[src/rtl/cond_pkg.sv]
// Shared definitions for the condition/flag stage.
//   cond_e       : the sixteen instruction condition encodings (EQ..AL, NV).
//   FLAG_N..V    : bit positions inside a packed {N,Z,C,V} flag word.  The ALU
//                  packs its flag outputs with the same indices.
package cond_pkg;

  typedef enum logic [3:0] {
    COND_EQ = 4'b0000,
    COND_NE = 4'b0001,
    COND_CS = 4'b0010,
    COND_CC = 4'b0011,
    COND_MI = 4'b0100,
    COND_PL = 4'b0101,
    COND_VS = 4'b0110,
    COND_VC = 4'b0111,
    COND_HI = 4'b1000,
    COND_LS = 4'b1001,
    COND_GE = 4'b1010,
    COND_LT = 4'b1011,
    COND_GT = 4'b1100,
    COND_LE = 4'b1101,
    COND_AL = 4'b1110,
    COND_NV = 4'b1111
  } cond_e;

  localparam int FLAG_N = 3;
  localparam int FLAG_Z = 2;
  localparam int FLAG_C = 1;
  localparam int FLAG_V = 0;

endpackage

[src/rtl/cond_check.sv]
// Purely combinational condition evaluator.
// Ports:
//   cond_i    [3:0] : instruction condition field
//   flags_i   [3:0] : flag word {N,Z,C,V}
//   cond_ex_o       : condition passes
//   illegal_o       : reserved encoding 4'b1111 seen
module cond_check
  import cond_pkg::*;
(
  input  logic [3:0] cond_i,
  input  logic [3:0] flags_i,
  output logic       cond_ex_o,
  output logic       illegal_o
);

  logic n, z, c, v;

  assign n = flags_i[FLAG_N];
  assign z = flags_i[FLAG_Z];
  assign c = flags_i[FLAG_C];
  assign v = flags_i[FLAG_V];

  always_comb begin
    cond_ex_o = 1'b0;
    illegal_o = 1'b0;
    case (cond_e'(cond_i))
      COND_EQ: cond_ex_o = z;
      COND_NE: cond_ex_o = ~z;
      COND_CS: cond_ex_o = c;
      COND_CC: cond_ex_o = ~c;
      COND_MI: cond_ex_o = n;
      COND_PL: cond_ex_o = ~n;
      COND_VS: cond_ex_o = v;
      COND_VC: cond_ex_o = ~v;
      COND_HI: cond_ex_o = c & ~z;
      COND_LS: cond_ex_o = ~c | z;
      COND_GE: cond_ex_o = (n == v);
      COND_LT: cond_ex_o = (n != v);
      COND_GT: cond_ex_o = ~z & (n == v);
      COND_LE: cond_ex_o = z | (n != v);
      COND_AL: cond_ex_o = 1'b1;
      COND_NV: illegal_o = 1'b1;
      default: begin
        cond_ex_o = 1'b0;
        illegal_o = 1'b0;
      end
    endcase
  end

endmodule

[src/rtl/cond_logic.sv]
// Condition/flag stage downstream of the ALU.
// Holds the architectural NZCV register, evaluates the instruction condition
// against the registered flags, and gates the decoder write strobes so an
// instruction whose condition fails has no side effects.
// Ports:
//   clk, reset          : clock, synchronous active-high reset
//   Cond        [3:0]   : condition field of current instruction
//   ALUFlags    [3:0]   : ALU {N,Z,C,V} this cycle
//   FlagW       [1:0]   : [1] writes N,Z ; [0] writes C,V
//   PCS, RegW, MemW     : ungated decoder write strobes
//   NoWrite             : compare-type op, suppresses RegWrite
//   stall               : freeze the flag register
//   PCSrc, RegWrite, MemWrite : gated strobes
//   CondEx              : condition passed (combinational)
//   Flags       [3:0]   : registered {N,Z,C,V}
//   IllegalCond         : reserved condition 4'b1111 this cycle
module cond_logic
  import cond_pkg::*;
#(
  parameter logic [3:0] RESET_FLAGS = 4'b0000
) (
  input  logic       clk,
  input  logic       reset,
  input  logic [3:0] Cond,
  input  logic [3:0] ALUFlags,
  input  logic [1:0] FlagW,
  input  logic       PCS,
  input  logic       RegW,
  input  logic       MemW,
  input  logic       NoWrite,
  input  logic       stall,
  output logic       PCSrc,
  output logic       RegWrite,
  output logic       MemWrite,
  output logic       CondEx,
  output logic [3:0] Flags,
  output logic       IllegalCond
);

  // N,Z and C,V are separate registers so logical ops can update N,Z while
  // leaving the arithmetic carry/overflow untouched.
  logic [1:0] nz_q, nz_d;
  logic [1:0] cv_q, cv_d;
  logic       flag_upd;

  assign Flags = {nz_q, cv_q};

  // Decode uses the registered flags only; an instruction never sees the
  // flags it is producing itself.
  cond_check u_cond_check (
    .cond_i    (Cond),
    .flags_i   (Flags),
    .cond_ex_o (CondEx),
    .illegal_o (IllegalCond)
  );

  assign flag_upd = ~stall & CondEx;

  always_comb begin
    nz_d = nz_q;
    cv_d = cv_q;
    if (flag_upd) begin
      if (FlagW[1]) nz_d = ALUFlags[FLAG_N:FLAG_Z];
      if (FlagW[0]) cv_d = ALUFlags[FLAG_C:FLAG_V];
    end
  end

  always_ff @(posedge clk) begin
    if (reset) begin
      nz_q <= RESET_FLAGS[FLAG_N:FLAG_Z];
      cv_q <= RESET_FLAGS[FLAG_C:FLAG_V];
    end else begin
      nz_q <= nz_d;
      cv_q <= cv_d;
    end
  end

  assign PCSrc    = PCS & CondEx;
  assign RegWrite = RegW & CondEx & ~NoWrite;
  assign MemWrite = MemW & CondEx;

endmodule
[config.mk]
export PLATFORM = sky130hd
export DESIGN_NAME = cond_logic
export DESIGN_NICKNAME = d
export VERILOG_FILES = /design/src/rtl/cond_pkg.sv /design/src/rtl/cond_check.sv /design/src/rtl/cond_logic.sv
export SDC_FILE = /design/constraint.sdc
export NUM_CORES = 1
export LEC_CHECK = 0
export ABC_AREA = 1
export CAP_MARGIN = 10
export CORE_AREA = 2 2 39 41
export CTS_CLUSTER_DIAMETER = 150
export DETAILED_ROUTE_END_ITERATION = 7
export DIE_AREA = 0 0 41 43
export HOLD_SLACK_MARGIN = 0.1
export PLACE_DENSITY = 0.88
export SYNTH_ARGS = -nofsm -noshare
export SYNTH_HDL_FRONTEND = slang
export SYNTH_SLANG_ARGS = --single-unit
[constraint.sdc]
create_clock -name clk -period 3.3 [get_ports clk]
set_input_delay 0.66 -clock clk [delete_from_list [all_inputs] [get_ports clk]]
set_output_delay 0.66 -clock clk [all_outputs]
set_load 0.01 [all_outputs]
==> impl_metrics.tcl, run 1 <==
set metrics [dict create \
    synthCells 93 \
    place_area_um2 744.5 \
    portBuffers 25 \
    post_drt_wl_per_cell_um 8.632 \
    nFillCells 142 \
    status "finished, final reports clean" \
    drv_slew 0 \
    tns_ns 0 \
    drive_gt1_share_pct 9.167 \
    synth-seq-cells 4 \
    start_util_pct 35.26 \
    synth.distinct_cells 16 \
    vias 653 \
    final_area_um2 778.2 \
    pwr_density_cell_nw_per_um2 291.3 \
    post_cts_buffers 0 \
    cts_root_buf "clkbuf_4" \
    finalWorstSetupSlack_ns 0.1187 \
    grt_max_degree 11 \
    setup_violations 0 \
    clk_latency_ns 0.24 \
    dp_hpwl_um 1012 \
    crit_path_max_fanout 10 \
    clock_sinks 4 \
    postRouteAntennaNets 0 \
    layout_commonest_cell "nand2_1" \
    first_pass_iters 4 \
    cp.required_ns 2.64 \
    tightestPinTransition_ns 0.2879 \
    die_area_um2 1763 \
    fin_cells 136 \
    insertedDiodeCount 0 \
    dpl.cell_count 133 \
    yosysWarningCount 0 \
    cts_hold_buf 0 \
    grt_pass1_wl_um 2139 \
    syn2layout_area_growth_pct 59.49 \
    drc 0 \
    crit_start "Cond[2]" \
    ctsResizeCount 0 \
    rr_startpoint "nz_q[1]$_SDFFE_PP0P_" \
    dieHeight_um 43 \
    antenna_found_initial 0 \
    final.setup_skew_ns 0.001333 \
    core_um2 1384 \
    place_ws_ns 0.09211 \
    slew_headroom_pct 80.77 \
    routed_wirelength_um 1174 \
    yosys.area.top_type "nand2_1" \
    hold_violations 0 \
    min_path_type "flip-flop to flip-flop" \
    fmax_mhz 314.3 \
    path_cells "clkdlybuf4s50_1 > inv_1 > nor2_1 > nand2_1 > a21boi_1 > nor2_1 > nand3_4 > nand3b_1 > inv_1 > clkdlybuf4s50_1" \
    postSynth.asyncResetShare_pct 0 \
    finalPower_mw 0.2267 \
    min_period_over_period_pct 96.40 \
    gr-usage-all-layers_pct 17.49 \
    p_leak_nw 0.4409 \
    final_nets 139 \
    min-delay-start "nz_q[0]$_SDFFE_PP0P_" \
    ys.flop_type "dfxtp_1" \
    clk_pin_slew_ns 0.03 \
    netlist_area_um2 488.0 \
    place_congestion 0.7769 \
    irDropWorstVdd_v 0.0002281 \
    yosys.area.top_type_share_pct 22.31 \
    clk_path_buf_depth 2 \
    cpMaxStageDelayCell "clkdlybuf4s50_1" \
    synth_edf_count 0 \
    numCtsBuffers 3 \
    cap_violations 0 \
    viasPerCell 4.801 \
    worst_ep_arrival_time_ns 2.52 \
    holdWs_ns 0.5957 \
    cts_tree "yes" \
    die_x_um 41 \
    grt_overflow_total 0 \
    drt_iter0_drc 10 \
    synthTopCellsByArea "nand2_1, inv_1, dfxtp_1" \
    synth_nets 110 \
    io_pins 26 \
    rsz0062_at_grt "no" \
    cts_max_level 1 \
    mostFrequentLayoutCells "nand2_1, inv_1, clkdlybuf4s50_1" \
    critical_path_class "input pin to primary output" \
    cp_slowest_stage_delay_ns 0.54 \
    min_period_ns 3.181 \
    cp-end-kind "primary output" \
    setup.worst_path.start_class "input pin" \
    first_global_vias 593 \
    std_cell_rows 14 \
    final_core_util_pct 56.24 \
    r2r_slack_ns 1.89 \
    yosysSeqAreaShare_pct 16.41 \
    syn_area_per_cell_um2 5.247 \
]
[cells by family (layout without fill, tap and decap cells)]
| logic type | after synthesis | after routing | share of synthesized area (%) |
|---|---|---|---|
| AO/OA/AOI/OAI | 3 | 3 | 3.588 |
| buffers and inverters | 26 | 53 | 22.05 |
| flip-flops | 4 | 4 | 16.41 |
| AND/OR/NAND/NOR | 60 | 60 | 57.95 |
[state kept, by name, indices dropped and copies added (netlist names)]
name	cells
cv_q	2
nz_q	2
[cells in the mapped netlist (2+ instances only)]
master / number
nand2_2: 2
nand4_1: 4
nand3_1: 10
dfxtp_1: 4
nand3_2: 2
nand2_1: 29
nor2_1: 11
inv_1: 22
inv_2: 2
[per-layer routing]
layer | share of wire [%] | vias up | track usage (%)
li1 | - | 334 | -
met1 | 38 | 291 | 20.97
met5 | 0 | - | 0
met3 | 8.4 | 2 | 4.188
met4 | 1.8 | 0 | 8.000
met2 | 51 | 26 | 27.81
[where the power goes]
part	switching, mW	internal (mW)	total [mW]
Sequential	0.00408	0.0529	0.0570
Combinational	0.0541	0.0552	0.109
Clock	0.0198	0.0406	0.0604
Total	0.0779	0.149	0.227
[critical path, delay by kind of cell]
kind,cells,cell delay (ns)
buf+inv,4,1.18
compound gates,1,0.15
simple gates,5,0.53
[cell type report]
class	count	area, µm²	area share (%)
clock buffer	3	22.52	2.894
tap	16	20.02	2.572
timing repair buffer	25	257.7	33.12
inverter	25	93.84	12.06
multi-input combinational	63	304.0	39.07
sequential	4	80.08	10.29
[path summary, 6_finish.rpt]
check                         end  cells past startpoint
max                      RegWrite                     10
max reg2reg  cv_q[1]$_SDFFE_PP0P_                     11
min          nz_q[0]$_SDFFE_PP0P_                      4
min reg2reg  nz_q[0]$_SDFFE_PP0P_                      4
Note: power is estimated with default switching activity, not from simulation.
==> inputs of run 2 (changes only) <==
--- a/config.mk
+++ b/config.mk
@@ -6,11 +6,12 @@
 export NUM_CORES = 1
 export LEC_CHECK = 0
 export ABC_AREA = 1
+export ABC_CLOCK_PERIOD_IN_PS = 3300
 export CAP_MARGIN = 10
-export CORE_AREA = 2 2 39 41
+export CORE_AREA = 8 8 45 47
 export CTS_CLUSTER_DIAMETER = 150
 export DETAILED_ROUTE_END_ITERATION = 7
-export DIE_AREA = 0 0 41 43
+export DIE_AREA = 0 0 53 55
 export HOLD_SLACK_MARGIN = 0.1
 export PLACE_DENSITY = 0.88
 export SYNTH_ARGS = -nofsm -noshare
==> impl_metrics.tcl, run 2 (synthesis gave the netlist of run 1 again) <==
set metrics [dict create \
    status "finished, final reports clean" \
    cts_max_level 1 \
    cts_tree "yes" \
    critical_path_class "input pin to primary output" \
    vias 660 \
    hold_violations 0 \
    cp.required_ns 2.64 \
    fin_cells 136 \
    path_cells "dlymetal6s2s_1 > nand2_2 > inv_1 > nand3_1 > nand3_1 > nand2_2 > nand3_4 > nand3b_1 > inv_1 > clkdlybuf4s50_1" \
    grt_max_degree 11 \
    cts_hold_buf 0 \
    critPathBufInv 4 \
    drc 0 \
    drt_iter0_drc 13 \
    die_area_um2 2915 \
    final_core_util_pct 56.78 \
    cts_root_buf "clkbuf_4" \
    cap_violations 0 \
    biggestRegsByFlops "cv_q: 2 flops, nz_q: 2 flops" \
    gr-usage-all-layers_pct 11.41 \
    insertedDiodeCount 0 \
    cp_slowest_stage_delay_ns 0.53 \
    antenna_found_initial 0 \
    place_ws_ns 0.07407 \
    core_um2 1384 \
    p_leak_nw 0.4507 \
    grt_overflow_total 0 \
    first_pass_iters 4 \
    place_congestion 0.7859 \
    crit_family "buffers and inverters" \
    crit_path_max_fanout 10 \
    cp-end-kind "primary output" \
    clock_sinks 4 \
    postRouteAntennaNets 0 \
    min_path_type "flip-flop to flip-flop" \
    routed_wirelength_um 1433 \
    drv_slew 0 \
    pwr_density_cell_nw_per_um2 292.5 \
    clk_path_buf_depth 2 \
    mostFrequentLayoutCells "nand2_1, inv_1, clkdlybuf4s50_1" \
    finalWorstSetupSlack_ns 0.4569 \
    tightestPinTransition_ns 0.2825 \
    min_period_over_period_pct 86.16 \
    grt_pass1_wl_um 2442 \
    irDropWorstVdd_v 0.0001759 \
    syn2layout_area_growth_pct 61.03 \
    start_util_pct 35.26 \
    viasPerCell 4.853 \
    drive_gt1_share_pct 10.83 \
    final.setup_skew_ns 0.0009175 \
    dp_hpwl_um 1203 \
    cpMaxStageDelayCell "clkdlybuf4s50_1" \
    portBuffers 25 \
    clk_pin_slew_ns 0.04 \
    setup.worst_path.start_class "input pin" \
    post_drt_wl_per_cell_um 10.54 \
    rsz0062_at_grt "no" \
    layout_commonest_cell "nand2_1" \
    min_period_ns 2.843 \
    die_x_um 53 \
    final_nets 139 \
    slew_headroom_pct 81.13 \
    dieHeight_um 55 \
    fmax_mhz 351.7 \
    first_global_vias 630 \
    std_cell_rows 14 \
    clk_latency_ns 0.24 \
    numCtsBuffers 3 \
    tns_ns 0 \
    worst_ep_arrival_time_ns 2.18 \
    dpl.cell_count 133 \
    io_pins 26 \
    setup_violations 0 \
]
## run 2: changes by cell type in the layout (fill, tap and decap cells not counted)
cell and delta:
dlymetal6s2s_1 +1, nor2_2 +2, nor2_1 -2, clkdlybuf4s50_1 -1
## run 2: cell type report
class	instances	area [µm²]
fillers	145	598.1
flip-flops and latches	4	80.08
multi-input cells	63	309.0
clock buffers	3	22.52
repair buffers	25	260.3
inverters	25	93.84
well taps	16	20.02
## run 2: final timing paths
path / from / slack [ns] / depth (start not counted) / endpoint
worst min-delay path: nz_q[1]$_SDFFE_PP0P_ / 0.60 / 4 / nz_q[1]$_SDFFE_PP0P_
worst min register to register: nz_q[1]$_SDFFE_PP0P_ / 0.60 / 4 / nz_q[1]$_SDFFE_PP0P_
worst max-delay path: Cond[3] / 0.46 / 10 / RegWrite
worst max register to register: nz_q[1]$_SDFFE_PP0P_ / 1.94 / 11 / cv_q[0]$_SDFFE_PP0P_
## run 2: repair_timing
action,CTS,global route
buffers inserted,0,0
resized for setup,0,7
endpoints found under the setup margin,0,3
## run 2: report_power, final
| group | internal (mW) | switching (mW) |
|---|---|---|
| sequential | 0.0529 | 0.00411 |
| clock | 0.0407 | 0.0212 |
| combinational | 0.0554 | 0.0555 |
| total | 0.149 | 0.0808 |
## run 2: worst min-delay path: cells and delay by family (launching register included)
kind	cells	cell delay [ns]
simple gates	2	0.09
flops	1	0.33
buf+inv	2	0.13
## run 2: metal layers
metal	track usage, %	routed length [µm]	up-vias
li1	-	-	335
met1	10.45	514	293
met2	18.75	720	26
met3	5.348	161	6
met4	10.34	38	0
met5	0	0	-
## run 2: metrics by stage
| stage | power [mW] | hold WS [ns] | cell area, µm² |
|---|---|---|---|
| after global placement | 0.1656 | 0.5671 | 744.5 |
| after CTS | 0.2332 | 0.5783 | 767.0 |
| after floorplan | 0.1154 | 0.5737 | 488.0 |
| after global routing | 0.2513 | 0.6529 | 785.8 |
| after detailed placement | 0.1679 | 0.5689 | 744.5 |
| final | 0.2299 | 0.5967 | 785.8 |
==> inputs of run 3 (changes only) <==
--- a/config.mk
+++ b/config.mk
@@ -7,7 +7,6 @@
 export LEC_CHECK = 0
 export ABC_AREA = 1
 export ABC_CLOCK_PERIOD_IN_PS = 3300
-export CAP_MARGIN = 10
 export CORE_AREA = 8 8 45 47
 export CTS_CLUSTER_DIAMETER = 150
 export DETAILED_ROUTE_END_ITERATION = 7
==> results of run 3 <==
Same layout as run 2: the final DEF is identical, and so are final timing and power.
